### config.mk
export PLATFORM = sky130hd
export DESIGN_NAME = rr_stream_mux
export DESIGN_NICKNAME = d
export VERILOG_FILES = /design/src/rtl/mux_pkg.sv /design/src/rtl/rr_stream_mux_rr_pick.sv /design/src/rtl/rr_stream_mux.sv
export SDC_FILE = /design/constraint.sdc
export NUM_CORES = 1
export LEC_CHECK = 0
export ABC_AREA = 1
export BUFFER_PORTS_ARGS = -buffer_cell sky130_fd_sc_hd__clkbuf_2
export CAP_MARGIN = 0
export CORE_ASPECT_RATIO = 0.8
export CORE_MARGIN = 10
export CORE_UTILIZATION = 31
export DETAILED_ROUTE_END_ITERATION = 10
export SETUP_SLACK_MARGIN = 0.05
export SYNTH_ARGS = -nofsm -noshare
export SYNTH_HDL_FRONTEND = slang
export SYNTH_SLANG_ARGS = --single-unit
### constraint.sdc
create_clock -name clk -period 3.15 [get_ports clk]
set_input_delay 0.945 -clock clk [delete_from_list [all_inputs] [get_ports clk]]
set_output_delay 0.945 -clock clk [all_outputs]
set_load 0.1 [all_outputs]
### src/rtl/mux_pkg.sv
// mux_pkg: mode encodings shared by the stream multiplexer.
package mux_pkg;
    localparam logic MODE_FIXED = 1'b0;
    localparam logic MODE_RR    = 1'b1;
endpackage

### src/rtl/rr_stream_mux_rr_pick.sv
// rr_pick: combinational rotating-priority picker; the first request at or after ptr wins.
module rr_pick #(
    parameter int NUM_CH = 4,
    parameter int SEL_W  = $clog2(NUM_CH)
) (
    input  logic [NUM_CH-1:0] req,
    input  logic [SEL_W-1:0]  ptr,
    output logic              gnt_vld,
    output logic [SEL_W-1:0]  gnt_idx
);
    logic [SEL_W-1:0] w_idx;

    // Scan from the farthest offset down so the nearest request is written last.
    always_comb begin
        gnt_vld = 1'b0;
        gnt_idx = '0;
        w_idx   = '0;
        for (int k = NUM_CH - 1; k >= 0; k--) begin
            w_idx = SEL_W'((int'(ptr) + k) % NUM_CH);
            if (req[w_idx]) begin
                gnt_vld = 1'b1;
                gnt_idx = w_idx;
            end
        end
    end
endmodule

### src/rtl/rr_stream_mux.sv
// rr_stream_mux: N:1 valid/ready stream mux, fixed or round-robin select, one registered output slot.
module rr_stream_mux
    import mux_pkg::*;
#(
    parameter int NUM_CH = 4,
    parameter int DATA_W = 8,
    parameter int SEL_W  = $clog2(NUM_CH)
) (
    input  logic                     clk,
    input  logic                     rst_n,
    input  logic [NUM_CH-1:0]        in_valid,
    input  logic [NUM_CH*DATA_W-1:0] in_data,
    output logic [NUM_CH-1:0]        in_ready,
    input  logic                     mode,
    input  logic [SEL_W-1:0]         sel,
    output logic                     out_valid,
    output logic [DATA_W-1:0]        out_data,
    output logic [SEL_W-1:0]         out_ch,
    input  logic                     out_ready
);
    localparam int PAD = 1 << SEL_W;

    logic              r_out_valid;
    logic [DATA_W-1:0] r_out_data;
    logic [SEL_W-1:0]  r_out_ch;
    logic [SEL_W-1:0]  r_rr_ptr;
    logic              w_load_en;
    logic              w_pick_vld;
    logic [SEL_W-1:0]  w_pick_idx;
    logic [PAD-1:0]    w_vpad;
    logic              w_gnt_vld;
    logic [SEL_W-1:0]  w_gnt;
    logic              w_xfer;
    logic [SEL_W-1:0]  w_nxt_ptr;

    rr_pick #(.NUM_CH(NUM_CH), .SEL_W(SEL_W)) u_pick (
        .req     (in_valid),
        .ptr     (r_rr_ptr),
        .gnt_vld (w_pick_vld),
        .gnt_idx (w_pick_idx)
    );

    // Zero-padding the valid vector makes out-of-range sel values read as "not valid".
    assign w_vpad    = PAD'(in_valid);
    assign w_load_en = !r_out_valid || out_ready;
    assign w_gnt_vld = (mode == MODE_RR) ? w_pick_vld : w_vpad[sel];
    assign w_gnt     = (mode == MODE_RR) ? w_pick_idx : sel;
    assign w_xfer    = rst_n && w_load_en && w_gnt_vld;
    assign in_ready  = w_xfer ? (NUM_CH'(1) << w_gnt) : '0;
    assign w_nxt_ptr = (w_gnt == SEL_W'(NUM_CH - 1)) ? '0 : w_gnt + 1'b1;

    always_ff @(posedge clk) begin
        if (!rst_n) begin
            r_out_valid <= 1'b0;
            r_out_data  <= '0;
            r_out_ch    <= '0;
            r_rr_ptr    <= '0;
        end else if (w_load_en) begin
            r_out_valid <= w_gnt_vld;
            if (w_gnt_vld) begin
                r_out_data <= in_data[w_gnt*DATA_W +: DATA_W];
                r_out_ch   <= w_gnt;
                if (mode == MODE_RR)
                    r_rr_ptr <= w_nxt_ptr;
            end
        end
    end

    assign out_valid = r_out_valid;
    assign out_data  = r_out_data;
    assign out_ch    = r_out_ch;
endmodule
; Word level (Yosys, flattened, before mapping)
; Cells that the tools add are included.
[word_totals]
ff_bits = 13
latchBits = 0
ram_bits = 0
mem_bits_ro = 0
out_inout_bits = 15
mem_count = 0
[op_classes]
add_sub_neg = 4
multipliers = 0
div = 0
magnitude_cmp = 5
eq_ne = 1
shift = 2
mux = 22
bitwise_logic = 0
n_reduce_logical = 6
[ops]
columns = operator, count
row1 = indexed part select 32 x 6 -> 8 bit, 1
row2 = "< comparator 2 x 3 -> 1 bit, second input constant", 5
row3 = 2-to-1 mux 2 bit, 6
row4 = binary-select mux 1 bit (select 2 bit), 5
row5 = 2-to-1 mux 1 bit, 10
row6 = "adder 2 x 1 -> 2 bit, second input constant", 2
row7 = "adder 2 bit, second input constant", 2
row8 = 2-to-1 mux 4 bit, 1
row9 = "<< shifter 1 x 2 -> 4 bit, first input constant", 1
row10 = AND reduction 3 bit, 1
row11 = "== test 2 bit, second input constant", 1
row12 = logical AND 1 bit, 2
row13 = AND reduction 2 bit, 1
row14 = logical NOT 1 bit, 1
row15 = logical OR 1 bit, 1

; Depth between registers and ports, before layout
; Gate-level depths: netlist of the first run.
[depth]
ltp_word = 10
mapped_depth = 16
ltp_nobuf = 14

; Hierarchy
; From an unflattened synthesis of the first run, not the netlist that was laid out.
[hier_totals]
hier_cells = 244
hier_area_um2 = 1286.2
[by_module_without_submodules]
columns = module, instances, cells_each, area_per_inst_um2
row1 = rr_stream_mux, 1, 198, 1073.5
row2 = rr_pick, 1, 46, 212.7

; Worst setup path after synthesis of the first run
; OpenSTA, ideal clock, no wires.
[synth_timing]
path_kind = input to output
from = input in_valid[1]
to = output in_ready[2]
arrival_time_ps = 3255
t_required_ps = 2205
setup_slack_ps = -1050
stages = 14
path_cell_list = inv_1 nand2_1 nand3_1 nand2_1 nand3_2 nand2_1 nand2_1 nand2_4 nand2_8 buf_8 inv_1 ha_1 inv_1 nor2_1
[synth_via]
elab_chain_cells = 9
word_cells_on_any_way = 23
[synth_lines]
columns = item, line
row1 = from (decl), rr_stream_mux.sv:11  ; input logic [NUM_CH-1:0] in_valid,
row2 = binary-select mux 1 bit (select 2 bit), rr_stream_mux_rr_pick.sv:20  ; if (req[w_idx]) begin
row3 = 2-to-1 mux 1 bit (not written as such), rr_stream_mux_rr_pick.sv:20
row4 = 2-to-1 mux 2 bit or 2-to-1 mux 1 bit (tied branches) (4 in a row), rr_stream_mux_rr_pick.sv:20
row5 = 2-to-1 mux 2 bit or 2-to-1 mux 1 bit (tied branches), "rr_stream_mux.sv:47, rr_stream_mux.sv:46"
row6 = << shifter 1 x 2 -> 4 bit or logical AND 1 bit (tied branches), "rr_stream_mux.sv:49, rr_stream_mux.sv:48"
row7 = 2-to-1 mux 4 bit *, rr_stream_mux.sv:49  ; assign in_ready = w_xfer ? (NUM_CH'(1) << w_gnt) : '0;
row8 = to (decl), rr_stream_mux.sv:13  ; output logic [NUM_CH-1:0] in_ready,
; Every way passes the cells marked *; elsewhere a longest branch is shown, timed or not. The select of a mux whose other input is x is not followed.

; Worst setup path in the final report of the first run
[layout_timing]
from = input in_valid[0]
to = output in_ready[0]
; Same word-level chain as after synthesis.

==> flow_metrics.env, run 1 <==
export IMPL_status="finished, violations left"
export IMPL_violations="setup timing"
export IMPL_synth_sequential_area_ratio_pct=22.5
export IMPL_area_growth_synth_to_final_pct=77.4
export IMPL_routed_wirelength_mm=4.49
export IMPL_numCtsBuffers=3
export IMPL_prevailing_post_synth_register_cell="dfxtp_1"
export IMPL_grt_first_pass_wirelength_mm=6.96
export IMPL_core_area_um2=3520
export IMPL_synth_area_per_cell_um2=6.08
export IMPL_cts_max_level=1
export IMPL_die_area_um2=6580
export IMPL_portBuffers=56
export IMPL_setup_violations_final=4
export IMPL_worst_setup_path_start_kind="input port"
export IMPL_drt_first_iter_violations=161
export IMPL_remaining_drc_errors=0
export IMPL_total_leakage_power_uw=0.00107
export IMPL_mappedNetlistNets=233
export IMPL_clk_skew_ps=3.65
export IMPL_worst_r2r_setup_slack_ps=990
export IMPL_critPathMaxFanout=3
export IMPL_num_antenna_cells=0
export IMPL_vdd_drop_max_mv=0.273
export IMPL_fin_total_pwr_uw=999
export IMPL_cts_path_max_buffers=2
export IMPL_worstPathArrival_ps=2350
export IMPL_report_final_slew_viol_count=0
export IMPL_drtAntennaViolNets=0
export IMPL_synthCells=190
export IMPL_timing_final_ws_setup_ps=-150
export IMPL_max_cap_violations=0
export IMPL_chipWidth_um=88.2
export IMPL_detailed_routing_iteration_count_for_the_pre_antenna_repair_pass=4
export IMPL_detailroute_via_count=1505
export IMPL_timing_reg2reg_worst_path_depth=13
export IMPL_clk_insertion_delay_late_ps=240
export IMPL_mappedNetlistArea_um2=1150
export IMPL_final_hold_viol_count=0
export IMPL_max_slew_worst_pin_slew_ps=566
export IMPL_start_util_pct=32.8
export IMPL_number_of_global_route_vias_before_repair=1424
export IMPL_critPathCapture="in_ready[0]"
export IMPL_ios=57
export IMPL_grt_overflow=0
export IMPL_timing_slew_headroom_pct=62.4
export IMPL_viasPerCell=4.92
export IMPL_routabilityCongestion=0.928
export IMPL_max_freq_mhz=303
export IMPL_r2r_end="r_rr_ptr[1]"
export IMPL_power_density_nw_per_um2=488
export IMPL_share_of_final_layout_standard_cells_stronger_than_drive_strength_1_pct=50.8
export IMPL_place_hpwl_mm=3.31
export IMPL_clock_sinks=13
export IMPL_worst_setup_path_end_kind="output port"
export IMPL_unrepaired_setup_endpoints_after_global_routing="true"
export IMPL_num_nets_final=308
export IMPL_cp_startpoint="in_valid[0]"
export IMPL_route_detailed_wl_per_inst_um=14.7
export IMPL_path_clk_slew_ps=50
export IMPL_worst_ep_required_time_ps=2200
export IMPL_timing_setup_tns_ps=-393
export IMPL_die_h_um=74.6
export IMPL_dpl_instance_area_um2=1740
export IMPL_cts_hold_buffers=0
export IMPL_mostFrequentLayoutCells="clkbuf_2 (48), nand3_1 (47), nand2_1 (27), inv_1 (23), buf_4 (21)"
export IMPL_finalInstanceArea_um2=2050
export IMPL_synth_cell_type_count=30
export IMPL_layout_worst_path_cycle_share_pct=105
export IMPL_async_set_or_reset_flop_fraction_in_the_synthesized_netlist_pct=0
export IMPL_antenna_found_initial=0
export IMPL_finish_cell_count_without_fillers=306
export IMPL_place_inst=299
export IMPL_ys_seq_elements=13
export IMPL_worstReg2RegStart="r_rr_ptr[1]"
export IMPL_grt_util_all_layers_pct=12.9
export IMPL_period_needed_ps=3300
export IMPL_synth_warnings=0
export IMPL_synth_enable_flop_cells=0
export IMPL_timing_hold_worst_class="reg2reg"
export IMPL_grt_start_max_net_pins=18
export IMPL_clock_tree_from_tritoncts="done"
export IMPL_placement_rows=19
export IMPL_worst_setup_path_class="in2out"
export IMPL_final_common_cell="clkbuf_2"
export IMPL_cts_root_buffer="clkbuf_8"
kinds of logic (layout without fill, tap and decap cells):
logic type,Yosys count,after routing,synth area share (%)
buffers and inverters,41,115,16.6
adder cells (fa/ha/maj),1,1,1.08
XOR/XNOR,1,1,0.759
flip-flops,13,13,22.5
AND/OR/NAND/NOR,117,117,49.9
AO/OA/AOI/OAI,17,17,9.10
worst max-delay path, cell delays in order:
cell and delay (ps):
clkbuf_16 110, inv_8 30, nand2_4 80, nand3_4 100, nand2_4 110, nand3b_1 110
nand3_1 80, nor2_2 130, inv_2 80, nor2_8 120, inv_4 60, nor3_4 200
buf_12 200
final cells by class:
class / count / area, µm²
Multi-Input combinational cell: 136 / 956
Clock buffer: 4 / 45.0
Sequential cell: 13 / 262
Timing Repair Buffer: 78 / 569
Inverter: 33 / 164
Tap cell: 42 / 52.6
Fill cell: 351 / 1470
routing by layer:
| metal | GRT usage (%) | part of all wire (%) |
|---|---|---|
| met4 | 3.04 | 3.4 |
| met5 | 0 | 0 |
| met2 | 20.5 | 47 |
| met3 | 3.82 | 6.4 |
| met1 | 16.9 | 43 |
Yosys cell counts (all sizes together) (2+ instances only):
cell | n | area [µm²]
nand2 | 48 | 216
dfxtp | 13 | 260
a21oi | 6 | 33.8
inv | 33 | 129
clkbuf | 2 | 7.51
buf | 6 | 55.1
o21ai | 6 | 33.8
nor2 | 13 | 67.6
o21a | 3 | 22.5
nand3 | 54 | 275
registers in the layout, indices dropped and copies added (netlist names):
signal     cells
out_valid      1
out_data       8
out_ch         2
r_rr_ptr       2
worst min-delay path by stage:
stage / slack (ps) / cells after the start / endpoint / from
5_1_grt: 490 / 2 / out_data[5] / out_data[5]
3_5_place_dp: 460 / 2 / out_data[5] / out_data[5]
6_report: 460 / 2 / out_data[5] / out_data[5]
4_1_cts: 470 / 2 / out_data[5] / out_data[5]
3_3_place_gp: 460 / 2 / out_data[3] / out_data[3]
2_1_floorplan: 610 / 2 / r_rr_ptr[1] / r_rr_ptr[1]
timing repair:
item                       CTS  global route
setup endpoints to repair    4             4
resized for setup           24            27
setup buffers                3             0
pin swaps                   11            12
metrics by stage:
step           setup slack (ps)  utilization [%]  hold WS (ps)
2_1_floorplan              -382                -           607
3_3_place_gp               -219             49.4           458
3_5_place_dp               -231             49.4           461
4_1_cts                    -114             54.7           468
5_1_grt                    -263             58.2           492
6_report                   -150             58.2           463
where the power goes:
group	leakage (µW)	internal, µW	total [µW]	switching [µW]
Clock	0.0000228	89.2	146	57.2
Sequential	0.000108	191	213	22.0
Combinational	0.000936	202	639	438
Total	0.00107	482	999	517
(Power assumes the default switching activity.)
==> run 2: changes to the inputs <==
--- a/config.mk
+++ b/config.mk
@@ -5,13 +5,14 @@
 export SDC_FILE = /design/constraint.sdc
 export NUM_CORES = 1
 export LEC_CHECK = 0
-export ABC_AREA = 1
+export ABC_AREA = 0
 export BUFFER_PORTS_ARGS = -buffer_cell sky130_fd_sc_hd__clkbuf_2
 export CAP_MARGIN = 0
 export CORE_ASPECT_RATIO = 0.8
 export CORE_MARGIN = 10
 export CORE_UTILIZATION = 31
 export DETAILED_ROUTE_END_ITERATION = 10
+export RECOVER_POWER = 25
 export SETUP_SLACK_MARGIN = 0.05
 export SYNTH_ARGS = -nofsm -noshare
 export SYNTH_HDL_FRONTEND = slang
==> flow_metrics.env, run 2 <==
export IMPL_status="finished, violations left"
export IMPL_violations="setup timing"
export IMPL_clk_insertion_delay_late_ps=250
export IMPL_setup_violations_final=4
export IMPL_ys_seq_elements=13
export IMPL_start_util_pct=31.9
export IMPL_worstPathArrival_ps=2350
export IMPL_async_set_or_reset_flop_fraction_in_the_synthesized_netlist_pct=0
export IMPL_placement_rows=20
export IMPL_path_clk_slew_ps=50
export IMPL_num_antenna_cells=0
export IMPL_mappedNetlistNets=168
export IMPL_drtAntennaViolNets=0
export IMPL_clock_sinks=13
export IMPL_mappedNetlistArea_um2=1200
export IMPL_synth_compound_area_share_pct=48.3
export IMPL_grt_util_all_layers_pct=12.8
export IMPL_routabilityCongestion=0.802
export IMPL_post_synth_xor_area_fraction_pct=0
export IMPL_max_layer_used="met4"
export IMPL_timing_slew_headroom_pct=20.8
export IMPL_place_inst=239
export IMPL_grt_first_pass_wirelength_mm=6.73
export IMPL_num_nets_final=251
export IMPL_layout_area_seq_um2=260
export IMPL_yosysMostFrequentCell="o31a_2"
export IMPL_finalInstanceArea_um2=1940
export IMPL_buffers_plus_inverters_on_the_worst_setup_path=3
export IMPL_cts_path_max_buffers=2
export IMPL_wl_met3_um=76
export IMPL_portBuffers=56
export IMPL_power_density_nw_per_um2=425
export IMPL_unrepaired_setup_endpoints_after_global_routing="true"
export IMPL_mostFrequentLayoutCells="clkbuf_2 (45), buf_4 (26), o31a_2 (15), dfxtp_1 (13), nand2_1 (10)"
export IMPL_remaining_drc_errors=0
export IMPL_synth_enable_flop_cells=0
export IMPL_synth_sequential_area_ratio_pct=21.7
export IMPL_route_detailed_wl_per_inst_um=17.3
export IMPL_die_h_um=75.6
export IMPL_largest_stage_delay_on_the_critical_path_ps=400
export IMPL_core_area_um2=3750
export IMPL_prevailing_post_synth_register_cell="dfxtp_1"
export IMPL_main_combinational_cell_family_by_area_after_synthesis="compound AO/OA/AOI/OAI gates"
export IMPL_drt_met1_wl_mm=1.96
export IMPL_clk_skew_ps=1.85
export IMPL_grt_start_max_net_pins=17
export IMPL_met2_length_mm=2.25
export IMPL_synthAdderAreaFrac_pct=1.04
export IMPL_critPathMaxFanout=6
export IMPL_synth_cell_type_count=42
export IMPL_layout_worst_path_cycle_share_pct=104
export IMPL_cpLargestDelayFamily="simple AND/OR/NAND/NOR gates"
export IMPL_dpl_instance_area_um2=1740
export IMPL_ys_top_cells_by_area="dfxtp_1 (22%), o31a_2 (13%), a2111oi_2 (8.8%)"
export IMPL_ios=57
export IMPL_area_growth_synth_to_final_pct=61.7
export IMPL_antenna_found_initial=0
export IMPL_total_leakage_power_uw=0.000821
export IMPL_n_fill_cell=347
export IMPL_timing_hold_worst_class="reg2reg"
export IMPL_clock_tree_from_tritoncts="done"
export IMPL_detailroute_via_count=1341
export IMPL_worst_setup_path_start_kind="input port"
export IMPL_worstPathCellList="clkbuf_2 > or3_4 > o2111a_2 > buf_4 > nor4_4 > buf_12"
export IMPL_synthCells=125
export IMPL_synth_area_leader_cell="dfxtp_1"
export IMPL_period_needed_ps=3290
export IMPL_synth_top_area_share_pct=21.7
export IMPL_max_slew_worst_pin_slew_ps=1190
export IMPL_detailed_routing_iteration_count_for_the_pre_antenna_repair_pass=4
export IMPL_critical_path_slowest_cell="or3_4"
export IMPL_cts_hold_buffers=0
export IMPL_timing_final_ws_setup_ps=-141
export IMPL_grt_overflow=0
export IMPL_synthMuxAreaShare_pct=2.71
export IMPL_worst_setup_path_end_kind="output port"
export IMPL_place_hpwl_mm=3.50
export IMPL_synth_area_per_cell_um2=9.59
export IMPL_vdd_drop_max_mv=0.227
export IMPL_viasPerCell=5.34
export IMPL_report_final_slew_viol_count=0
export IMPL_cts_root_buffer="clkbuf_8"
export IMPL_drt_first_iter_violations=62
export IMPL_final_hold_viol_count=0
export IMPL_largest_register_ffs=8
export IMPL_routed_wirelength_mm=4.35
export IMPL_finish_cell_count_without_fillers=251
export IMPL_cts_max_level=1
export IMPL_number_of_global_route_vias_before_repair=1412
export IMPL_share_of_final_layout_standard_cells_stronger_than_drive_strength_1_pct=63.8
export IMPL_synth_warnings=0
export IMPL_max_freq_mhz=304
export IMPL_max_cap_violations=0
export IMPL_multi_input_area_um2=905
export IMPL_share_of_synthesized_cell_area_in_and_or_nand_and_nor_gates_pct=16.1
export IMPL_final_common_cell="clkbuf_2"
export IMPL_die_area_um2=6770
export IMPL_ys_top_cells_by_count="o31a_2 (15), dfxtp_1 (13), nand2_1 (11)"
export IMPL_worst_setup_path_class="in2out"
export IMPL_worst_ep_required_time_ps=2200
export IMPL_chipWidth_um=89.5
export IMPL_numCtsBuffers=3
## run 2: changes by cell type after synthesis, sizes merged, moves of 8 or more
| cell | change |
|---|---|
| a2111oi | +9 |
| a221oi | +8 |
| inv | -26 |
| nand2 | -36 |
| nand3 | -54 |
| o31a | +16 |
| o32ai | +8 |
## run 2: cell families after synthesis
kind of cell | Yosys count
buffers and inverters | 16
AND/OR/NAND/NOR | 36
flip-flops | 13
adder cells (fa/ha/maj) | 1
AO/OA/AOI/OAI | 57
multiplexers | 2
## run 2: metrics by stage
step	util (%)	total power (µW)	worst slack, ps	setup TNS, ps	hold slack [ps]
2_1_floorplan	-	528	-810	-1950	553
6_report	51.6	824	-141	-489	482
3_5_place_dp	46.3	644	-235	-888	469
5_1_grt	51.6	862	-176	-665	501
4_1_cts	51.4	826	-174	-604	487
3_3_place_gp	46.3	641	-256	-954	471
## run 2: cell type report
class | count | share of cell area (%)
inverter | 7 | 1.48
sequential | 13 | 13.4
multi-input combinational | 96 | 46.7
timing repair buffer | 87 | 33.2
tap | 44 | 2.84
clock buffer | 4 | 2.32
## run 2: report_power, final
group	switching [µW]	total, µW	internal, µW	leakage [µW]
Clock	64.3	154	89.7	0.0000228
Sequential	15.4	201	186	0.000108
Combinational	299	469	170	0.000691
## run 2: path summary, 6_finish.rpt
check,startpoint,endpoint,slack (ps),cells past startpoint
max,in_valid[3],in_ready[0],-140,6
min,out_data[3],out_data[3],480,2
max reg2reg,r_rr_ptr[1],out_data[4],950,6
min reg2reg,out_data[3],out_data[3],480,2
## run 2: repair_timing
item	CTS	global route
resized for setup	17	1
buffers inserted	8	1
pin swaps	8	6
setup endpoints to repair	4	4
## run 2: tightest hold or removal path, cell delays in order (launching register included)
cell	delay, ps
dfxtp_1	310
nand2_1	50
o32ai_1	70
## run 2: routing by layer
metal / global-route usage, % / vias up
li1: - / 678
met1: 15.6 / 636
met2: 21.9 / 20
met3: 2.03 / 7
met4: 5.28 / 0
met5: 0 / -
==> run 3: changes to the inputs <==
--- a/config.mk
+++ b/config.mk
@@ -11,7 +11,9 @@
 export CORE_ASPECT_RATIO = 0.8
 export CORE_MARGIN = 10
 export CORE_UTILIZATION = 31
+export CTS_BUF_LIST = sky130_fd_sc_hd__clkbuf_8
 export DETAILED_ROUTE_END_ITERATION = 10
+export GPL_ROUTABILITY_DRIVEN = 0
 export RECOVER_POWER = 25
 export SETUP_SLACK_MARGIN = 0.05
 export SYNTH_ARGS = -nofsm -noshare
==> flow_metrics.env, run 3 (synthesis gave the netlist of run 2 again) <==
export IMPL_status="finished, violations left"
export IMPL_violations="setup timing"
export IMPL_route_detailed_wl_per_inst_um=17.6
export IMPL_internal_power_uw=456
export IMPL_die_area_um2=6770
export IMPL_area_growth_synth_to_final_pct=72.7
export IMPL_fin_total_pwr_uw=844
export IMPL_ios=57
export IMPL_worst_ep_required_time_ps=2200
export IMPL_p_clk_share_pct=17.4
export IMPL_unrepaired_setup_endpoints_after_global_routing="true"
export IMPL_timing_final_ws_setup_ps=-170
export IMPL_pre_cts_slack_ps=-255
export IMPL_place_inst=239
export IMPL_timing_hold_worst_class="reg2reg"
export IMPL_total_leakage_power_uw=0.000874
export IMPL_power_density_nw_per_um2=408
export IMPL_place_hpwl_mm=3.44
export IMPL_grt_start_max_net_pins=17
export IMPL_mostFrequentLayoutCells="clkbuf_2 (48), buf_4 (34), o31a_2 (15), dfxtp_1 (13), nand2_1 (10)"
export IMPL_num_nets_final=258
export IMPL_setup_violations_final=6
export IMPL_final_common_cell="clkbuf_2"
export IMPL_final_hold_viol_count=0
export IMPL_vdd_drop_max_mv=0.210
export IMPL_worst_setup_path_end_kind="output port"
export IMPL_cts_max_level=1
export IMPL_max_freq_mhz=301
export IMPL_drt_first_iter_violations=49
export IMPL_antenna_found_initial=0
export IMPL_clk_skew_ps=2.97
export IMPL_detailed_routing_iteration_count_for_the_pre_antenna_repair_pass=4
export IMPL_hold_depth=2
export IMPL_cts_root_buffer="clkbuf_8"
export IMPL_placement_rows=20
export IMPL_grt_first_pass_wirelength_mm=6.65
export IMPL_die_h_um=75.6
export IMPL_timing_reg2reg_worst_path_depth=15
export IMPL_grt_overflow=0
export IMPL_switching_power_uw=388
export IMPL_core_area_um2=3750
export IMPL_chipWidth_um=89.5
export IMPL_clock_sinks=13
export IMPL_seq_power_share_pct=23.8
export IMPL_worstReg2RegStart="r_rr_ptr[1]"
export IMPL_largest_register_ffs=8
export IMPL_timing_setup_tns_ps=-714
export IMPL_viasPerCell=5.46
export IMPL_finish_cell_count_without_fillers=258
export IMPL_clk_insertion_delay_late_ps=240
export IMPL_hold_start="out_data[4]"
export IMPL_switching_share_of_power_pct=46.0
export IMPL_max_slew_worst_pin_slew_ps=576
export IMPL_portBuffers=56
export IMPL_path_clk_slew_ps=50
export IMPL_worst_r2r_setup_slack_ps=100
export IMPL_r2r_end="out_data[6]"
export IMPL_timing_slew_headroom_pct=61.6
export IMPL_remaining_drc_errors=0
export IMPL_layout_worst_path_cycle_share_pct=105
export IMPL_number_of_global_route_vias_before_repair=1375
export IMPL_worst_setup_path_class="in2out"
export IMPL_clock_tree_from_tritoncts="done"
export IMPL_comb_power_share_pct=58.7
export IMPL_share_of_final_layout_standard_cells_stronger_than_drive_strength_1_pct=71.0
export IMPL_worst_setup_path_start_kind="input port"
export IMPL_grt_util_all_layers_pct=12.6
export IMPL_detailroute_via_count=1408
export IMPL_num_antenna_cells=0
export IMPL_min_to="out_data[4]"
export IMPL_report_final_slew_viol_count=0
export IMPL_numCtsBuffers=3
export IMPL_start_util_pct=31.9
export IMPL_period_needed_ps=3320
export IMPL_max_cap_violations=0
export IMPL_drtAntennaViolNets=0
export IMPL_routed_wirelength_mm=4.55
export IMPL_critPathMaxFanout=7
export IMPL_worstPathArrival_ps=2380
export IMPL_cts_path_max_buffers=2
==> run 3: metrics by stage <==
stage               utilization, %  hold slack [ps]  instance area [µm²]
CTS                           53.0              486                 1990
global placement              46.3              472                 1740
detailed placement            46.3              475                 1740
global route                  55.1              502                 2070
finish                        55.1              482                 2070
floorplan                        -              553                 1260
==> run 3: worst max-delay path, cell delays in order <==
cell,delay [ps]
clkbuf_16,130
and2b_1,150
o211ai_1,230
o2111a_2,310
nor2_4,70
buf_6,130
nor3_4,220
buf_12,200
==> run 3: worst max-delay path by stage <==
stage	from	cells after the start	endpoint	slack [ps]
after global routing	in_valid[2]	16	out_data[6]	-220
after floorplan	in_valid[2]	6	in_ready[0]	-810
after CTS	in_valid[0]	9	in_ready[1]	-160
after global placement	in_valid[3]	8	in_ready[0]	-250
final	in_valid[2]	8	in_ready[1]	-170
after detailed placement	in_valid[3]	8	in_ready[0]	-250
==> run 3: layout make-up <==
cell class | count | area (µm²)
Sequential cell | 13 | 260
Clock inverter | 1 | 3.75
Timing Repair Buffer | 94 | 704
Fill cell | 331 | 1680
Inverter | 7 | 31.3
Clock buffer | 3 | 41.3
Multi-Input combinational cell | 96 | 973
Tap cell | 44 | 55.1
==> run 3: what timing repair did <==
| action | CTS | global route |
|---|---|---|
| pin swaps | 7 | 8 |
| hold endpoints to repair | 0 | 0 |
| hold buffers | 0 | 0 |
| setup buffers | 14 | 1 |
| endpoints found under the setup margin | 4 | 12 |
| resized for setup | 16 | 16 |
==> run 3: routing by layer <==
layer  track usage (%)  part of all wire, %
met5                 0                    0
met2              21.1                   52
met4              3.52                 0.79
met3              2.56                  4.5
met1              15.9                   42
==> run 3: power groups by stage <==
stage	logic (µW)	clock network (µW)	registers, µW
final	496	147	201
after global routing	522	162	204
after CTS	474	150	201
after detailed placement	440	0	203
after global placement	437	0	202
after floorplan	197	0	331
